===== src/rtl/fft_stage2_seq.sv =====
// Stage-2 FFT beat sequencer: admits one 512-point frame, tracks twiddle/output alignment, counts frames.
// Define FFT_STAGE2_SEQ_ERR_EN to add a sticky err output for beats offered while not ready.
module fft_stage2_seq #(
  parameter int BEATS    = 32,
  parameter int TW_LAT   = 1,
  parameter int PIPE_LAT = 6
) (
  input  logic                     clk,
  input  logic                     rstn,
  input  logic                     in_valid,
  input  logic                     cbfp_ready,
  output logic                     in_ready,
  output logic                     dp_valid,
  output logic [$clog2(BEATS)-1:0] twd_idx,
  output logic                     out_valid,
  output logic                     out_sof,
  output logic                     out_eof,
  output logic                     done,
  output logic                     busy,
  output logic [15:0]              frame_cnt
`ifdef FFT_STAGE2_SEQ_ERR_EN
  ,
  output logic                     err
`endif
);

  localparam int IW = $clog2(BEATS);
  localparam int DW = $clog2(PIPE_LAT + 1);
  localparam logic [IW-1:0] LAST_BEAT  = IW'(BEATS - 1);
  localparam logic [DW-1:0] LAST_DRAIN = DW'(PIPE_LAT - 1);

  typedef enum logic [1:0] {IDLE, RUN, DRAIN} state_e;

  state_e                     state_q, state_d;
  logic [IW-1:0]              in_beat_q, in_beat_d;
  logic [DW-1:0]              drain_cnt_q, drain_cnt_d;
  logic [15:0]                frame_cnt_q, frame_cnt_d;
  logic [PIPE_LAT-1:0]        vpipe_q, vpipe_d;
  logic [TW_LAT-1:0]          tw_vld_q, tw_vld_d;
  logic [TW_LAT-1:0][IW-1:0]  tw_idx_q, tw_idx_d;
  logic [IW-1:0]              twd_hold_q, twd_hold_d;
  logic [IW-1:0]              out_cnt_q, out_cnt_d;

  always_comb begin
    state_d     = state_q;
    in_beat_d   = in_beat_q;
    drain_cnt_d = drain_cnt_q;
    frame_cnt_d = frame_cnt_q;
    in_ready    = 1'b0;
    done        = 1'b0;
    case (state_q)
      IDLE: begin
        in_ready = cbfp_ready;
        if (in_valid && cbfp_ready) begin
          state_d   = RUN;
          in_beat_d = IW'(1);
        end
      end
      RUN: begin
        in_ready = 1'b1;
        if (in_valid) begin
          if (in_beat_q == LAST_BEAT) begin
            state_d   = DRAIN;
            in_beat_d = '0;
          end else begin
            in_beat_d = in_beat_q + IW'(1);
          end
        end
      end
      DRAIN: begin
        // done lands on the cycle the last beat leaves the PIPE_LAT pipeline
        if (drain_cnt_q == LAST_DRAIN) begin
          done        = 1'b1;
          frame_cnt_d = frame_cnt_q + 16'd1;
          drain_cnt_d = '0;
          state_d     = IDLE;
        end else begin
          drain_cnt_d = drain_cnt_q + DW'(1);
        end
      end
      default: state_d = IDLE;
    endcase
    if (rstn) begin
      in_ready = 1'b0;
      done     = 1'b0;
    end
  end

  always_comb begin
    dp_valid = in_valid & in_ready;
    busy     = (state_q != IDLE) & ~rstn;
  end

  always_comb begin
    vpipe_d    = '0;
    vpipe_d[0] = dp_valid;
    for (int unsigned i = 1; i < PIPE_LAT; i++) vpipe_d[i] = vpipe_q[i-1];
    tw_vld_d    = '0;
    tw_idx_d    = '0;
    tw_vld_d[0] = dp_valid;
    tw_idx_d[0] = in_beat_q;
    for (int unsigned i = 1; i < TW_LAT; i++) begin
      tw_vld_d[i] = tw_vld_q[i-1];
      tw_idx_d[i] = tw_idx_q[i-1];
    end
    // index shown at the twiddle stage sticks between valid beats
    twd_idx    = tw_vld_q[TW_LAT-1] ? tw_idx_q[TW_LAT-1] : twd_hold_q;
    twd_hold_d = twd_idx;
  end

  always_comb begin
    out_valid = vpipe_q[PIPE_LAT-1] & ~rstn;
    out_sof   = out_valid & (out_cnt_q == '0);
    out_eof   = out_valid & (out_cnt_q == LAST_BEAT);
    out_cnt_d = out_cnt_q;
    if (out_valid) out_cnt_d = (out_cnt_q == LAST_BEAT) ? '0 : out_cnt_q + IW'(1);
    frame_cnt = frame_cnt_q;
  end

  always_ff @(posedge clk) begin
    if (rstn) begin
      state_q     <= IDLE;
      in_beat_q   <= '0;
      drain_cnt_q <= '0;
      frame_cnt_q <= '0;
      vpipe_q     <= '0;
      tw_vld_q    <= '0;
      tw_idx_q    <= '0;
      twd_hold_q  <= '0;
      out_cnt_q   <= '0;
    end else begin
      state_q     <= state_d;
      in_beat_q   <= in_beat_d;
      drain_cnt_q <= drain_cnt_d;
      frame_cnt_q <= frame_cnt_d;
      vpipe_q     <= vpipe_d;
      tw_vld_q    <= tw_vld_d;
      tw_idx_q    <= tw_idx_d;
      twd_hold_q  <= twd_hold_d;
      out_cnt_q   <= out_cnt_d;
    end
  end

`ifdef FFT_STAGE2_SEQ_ERR_EN
  logic err_q, err_d;

  always_comb begin
    err_d = err_q | (in_valid & ~in_ready);
    err   = err_q;
  end

  always_ff @(posedge clk) begin
    if (rstn) err_q <= 1'b0;
    else      err_q <= err_d;
  end
`endif

endmodule


===== config.mk =====
export PLATFORM = sky130hd
export DESIGN_NAME = fft_stage2_seq
export DESIGN_NICKNAME = d
export VERILOG_FILES = /design/src/rtl/fft_stage2_seq.sv
export SDC_FILE = /design/constraint.sdc
export NUM_CORES = 1
export LEC_CHECK = 0
export CAP_MARGIN = 10
export CELL_PAD_IN_SITES_DETAIL_PLACEMENT = 1
export CELL_PAD_IN_SITES_GLOBAL_PLACEMENT = 2
export CORE_MARGIN = 8
export CORE_UTILIZATION = 32
export DETAILED_ROUTE_END_ITERATION = 10
export HOLD_SLACK_MARGIN = 0.12
export MAX_ROUTING_LAYER = met4
export PLACE_DENSITY_LB_ADDON = 0.1
export SYNTH_ARGS = -nofsm -noshare
export SYNTH_HDL_FRONTEND = slang
export SYNTH_SLANG_ARGS = --single-unit

===== constraint.sdc =====
create_clock -name clk -period 2.45 [get_ports clk]
set_clock_uncertainty 0.15 [all_clocks]
set_input_delay 0.49 -clock clk [delete_from_list [all_inputs] [get_ports clk]]
set_output_delay 0.49 -clock clk [all_outputs]
set_load 0.03 [all_outputs]

# Yosys cells after proc, flatten, opt, wreduce, memory -nomap -nowiden
# Index checks and enable logic that the tools add are counted.
[op_classes]
n_eq_ne = 9
n_mux = 17
addsub = 4
n_reduce_logical = 8
bitwise_logic = 6
[op_table]
columns = ["op", "n"]
rows = [
  ["2-to-1 mux 5 bit", 5],
  ["adder 16 x 1 -> 16 bit (second input constant)", 1],
  ["adder 5 x 1 -> 5 bit (second input constant)", 2],
  ["equality test 5 bit (second input constant)", 2],
  ["one-hot mux 5 bit (2 select lines)", 1],
  ["2-to-1 mux 2 bit", 4],
  ["!= test 2 bit (second input constant)", 4],
  ["one-hot mux 2 bit (3 select lines)", 1],
  ["bitwise AND 1 bit", 5],
  ["logical NOT 5 bit", 1],
  ["2-to-1 mux 1 bit", 4],
  ["AND reduction 4 bit", 1],
  ["nonzero test 2 bit", 2],
  ["adder 3 x 1 -> 3 bit (second input constant)", 1],
  ["equality test 3 bit (second input constant)", 1],
  ["2-to-1 mux 3 bit", 1],
  ["AND reduction 3 bit", 1],
  ["equality test 2 x 1 -> 1 bit (second input constant)", 1],
  ["equality test 2 bit (second input constant)", 1],
  ["logical NOT 2 bit", 1],
  ["one-hot mux 1 bit (2 select lines)", 1],
  ["AND reduction 2 bit", 1],
  ["logical AND 1 bit", 1],
  ["NOT 1 bit", 1],
]
[totals]
output_inout_bits = 28
wordCells = 53
register_bits = 48

# Depth between registers and ports, before layout
[depth]
word_depth = 4
mapped_depth = 7
ltp_nobuf = 7

# Worst setup path after synthesis
# No wires, ideal clock.
[synth_path]
path_kind = "input -> output"
start = "input port rstn"
end = "output port out_sof"
stages = 4
t_arrival_ns = 1.956
required_time_ns = 1.810
n_path_buf = 1
slack_ns = -0.146
path_cell_list = "clkbuf_1 -> nor2b_1 -> nand3b_1 -> nor3_1"
[synth_via]
elab_chain_cells = 3
[synth_lines]
columns = ["item", "line_no", "text"]
rows = [
  ["start: declaration", "9", "input logic rstn,"],
  ["NOT 1 bit", "112", "out_valid = vpipe_q[PIPE_LAT-1] & ~rstn;"],
  ["bitwise AND 1 bit", "112", ""],
  ["named net out_valid", "15", "output logic out_valid,"],
  ["bitwise AND 1 bit", "113", "out_sof = out_valid & (out_cnt_q == '0);"],
  ["end: declaration", "16", "output logic out_sof,"],
]
# The timed path passes the listed nets, and every way through them passes these cells.

==> results.md <==
* Worst-Skew Late Latency at 0.30 ns
* CP peak stage delay at approximately 0.60 ns
* # fillers at 730
* Top cell type's share of synthesized area at 46.2%
* Post-synth ARST share at 0%
* Final Cycle Share at 94.1%
* Clock input transition at the sequential cells of the worst setup and hold paths at ~0.080 ns
* Core area at 0.00624 mm²
* CP Capture Point: twd_idx[4]
* Cts bufs inserted at 5
* Post-synthesis instance total at between 200 and 250
* Critical Path AT at about 1.7 ns
* Die area at 0.00918 mm²
* Fin. Hold Viols at 0
* Max-cap viol count at 0
* CTS tree: yes
* Largest net degree at the start of global routing at 52
* Starting Density at 32.7%
* Power Dens Cells at between 500 and 600 mW/mm²
* Most common cell after layout, fill and taps aside: dfxtp_1
* Post-synth cell types at 37
* Post-synthesis net count at roughly 240
* Share of cells above drive strength 1 at between 10% and 20%
* Sequential area share after synthesis at 46.2%
* Nets at ~280
* # IOs at 32
* Remaining Overflow, GRT at 0
* Top cells by area, synth: dfxtp_1, nor2b_1, nor2_1, ha_1, mux2_2
* Routability cong. at approximately 0.75
* Post-synthesis adder-cell area fraction at roughly 4.3%
* Req. time, crit path at ~1.8 ns
* Cell count after placement at 332
* Setup TNS at 0 ns
* Hold path depth at 1
* Vias in the first global route at 1654
* Worst setup margin at about 0.14 ns
* Detailed Route WL at ~4.6 mm
* Dpl ws at a little over 0.07 ns
* Final Critical Period at roughly 2.3 ns
* Antenna viol nets, final at 0
* CP Launch Point: vpipe_q[0]
* Max Fclk at ~430 MHz
* Synthesized cell area at around 0.002 mm²
* Post-synthesis compound-gate area fraction at 7.92%
* Die Y at 95.8 µm
* Post-synthesis mux area share at under 10%
* Tot Pwr at roughly 1.4 mW
* Lkg Pwr at 0.982 nW
* Row count at 29
* R2R Setup Slk at between 0.3 and 0.4 ns
* Final Cell Area at between 0.002 and 0.003 mm²
* Vias/cell at between 4 and 5
* Root buffer cell: clkbuf_8
* CP max FO at 6
* Non-filler cells in the finished layout at 341
* VDD IR-drop max at about 0.00024 V
* Run status: completed
* Fin util at 41.4%
* Hold Path Class: reg -> reg
* Main synth FF type: dfxtp_1
* ANT cells at 0
* Setup crit end kind: primary output
* Ys Warns at 0
* CTS Hold Bufs at 0
* Hold slack at about 0.3 ns
* Post-synth top area cell: dfxtp_1
* Reg2reg path depth at 5
* Fraction of the mapped netlist area in simple logic gates at around 29%
* Worst path cell trace: mux2_2 > clkdlybuf4s50_1
* Setup crit start kind: register
* Initial DRC count at about 80
* Die X-Extent at between 90 and 100 µm
* Synth Register Bits at 47
* DR DRC count at 0
* R2R Path End: frame_cnt[15]
* Port-buffer cells at 31
* Main combinational cell family by area after synthesis: simple AND/OR/NAND/NOR gates
* Worst Max-Slew Pin Slew at about 0.54 ns
* First-pass detailed-route iteration total at 4
* Post-Synth XOR/XNOR Area at between 3 and 4%
* Global-route wire length before repair at 7.71 mm
* Slowest cell on the critical path: clkdlybuf4s50_1
* RR Startpoint: drain_cnt_q[1]
* Vias post-DR at about 1700
* # setup viols final at 0
* P&R area growth vs syn at 26.6%
* Worst Path Class, Setup: reg -> out
* Worst rel slew slack at 64.3%
* Drt wl/cell at about 13 µm
* Initial antenna violation count at 0
* Max clock buf depth at 2
* Post-DP Area at approximately 0.0025 mm²
* H-tree depth at 2
* CTS Sinks at 47
* Post-synth EDFFs at 0
* Most frequent cells in the layout: dfxtp_1, nor2_1, clkdlybuf4s50_1, nor2b_1, buf_4
* Synthesized area per cell at approximately 9.1 µm²
* Max-slew violation count at 0
* Post-DP HPWL at 3.24 mm
* Total GRT Usage at between 10% and 20%
## layout make-up
type	count	area [µm²]	share of cell area [%]
tap	77	96.3	3.73
clock inverter	1	30.0	1.16
multi-input combinational	161	1040	40.1
inverter	6	22.5	0.873
timing repair buffer	43	382	14.8
clock buffer	6	72.6	2.81
sequential	47	942	36.5
## report_power, final
part           total, mW  internal [mW]  switching, mW
Combinational     0.0636         0.0247         0.0389
Clock              0.560          0.300          0.261
Sequential         0.775          0.769        0.00548
Total               1.40           1.09          0.305
## cells in the mapped netlist (2+ instances only)
cell type and count:
xnor2_1 9, nand3b_1 3, ha_1 7, dfxtp_1 47
nand3_1 5, mux2i_1 3, nor2_1 32, nand2_1 10
mux2_2 7, or3_1 4, nor3_1 7, and3_1 5
inv_1 6, a21oi_1 12, o31ai_1 2, clkbuf_1 7
nand2b_1 2, o21ai_0 9, nor2b_1 21, nor4_1 3
a32oi_1 2, a22oi_1 2, and2_1 2, or4_1 2
nor3b_1 3
## worst min-delay path by stage
stage | endpoint | slack (ns) | from
floorplan | vpipe_q[2] | 0.26 | vpipe_q[1]
global placement | vpipe_q[5] | 0.27 | vpipe_q[4]
detailed placement | vpipe_q[5] | 0.28 | vpipe_q[4]
CTS | vpipe_q[5] | 0.30 | vpipe_q[4]
global route | vpipe_q[4] | 0.32 | vpipe_q[3]
finish | vpipe_q[3] | 0.30 | vpipe_q[2]
## state kept, by name (all words and copies together) (netlist names)
signal       flops
drain_cnt_q      3
frame_cnt       16
in_beat_q        5
out_cnt_q        5
state_q          2
tw_idx_q         5
twd_hold_q       5
vpipe_q          6
## logic make-up (layout without fill, tap and decap cells)
kind of cell / Yosys count / count (layout)
compound gates: 28 / 28
xor+xnor: 9 / 9
simple gates: 107 / 107
flops: 47 / 47
buf+inv: 16 / 56
mux: 10 / 10
fa+ha+maj: 7 / 7
## worst max-delay path, delay by kind of cell (launching register included)
family	cells	cell delay, ns
buf+inv	1	0.60
flops	1	0.42
mux	1	0.36
## repair_timing
item,in CTS,in global routing
setup buffers,0,2
endpoints found under the setup margin,2,7
resized for setup,2,3
pin swaps,0,1
## metal layers
layer  vias to the layer above  global-route usage [%]  share of wire, %
li1                        843                       -                 -
met1                       790                    12.9                49
met2                        22                    16.9                45
met3                         5                    3.28               4.9
met4                         0                    3.84              0.94
met5                         -                       -                 0
No activity file was read; power rests on OpenSTA's default activity.
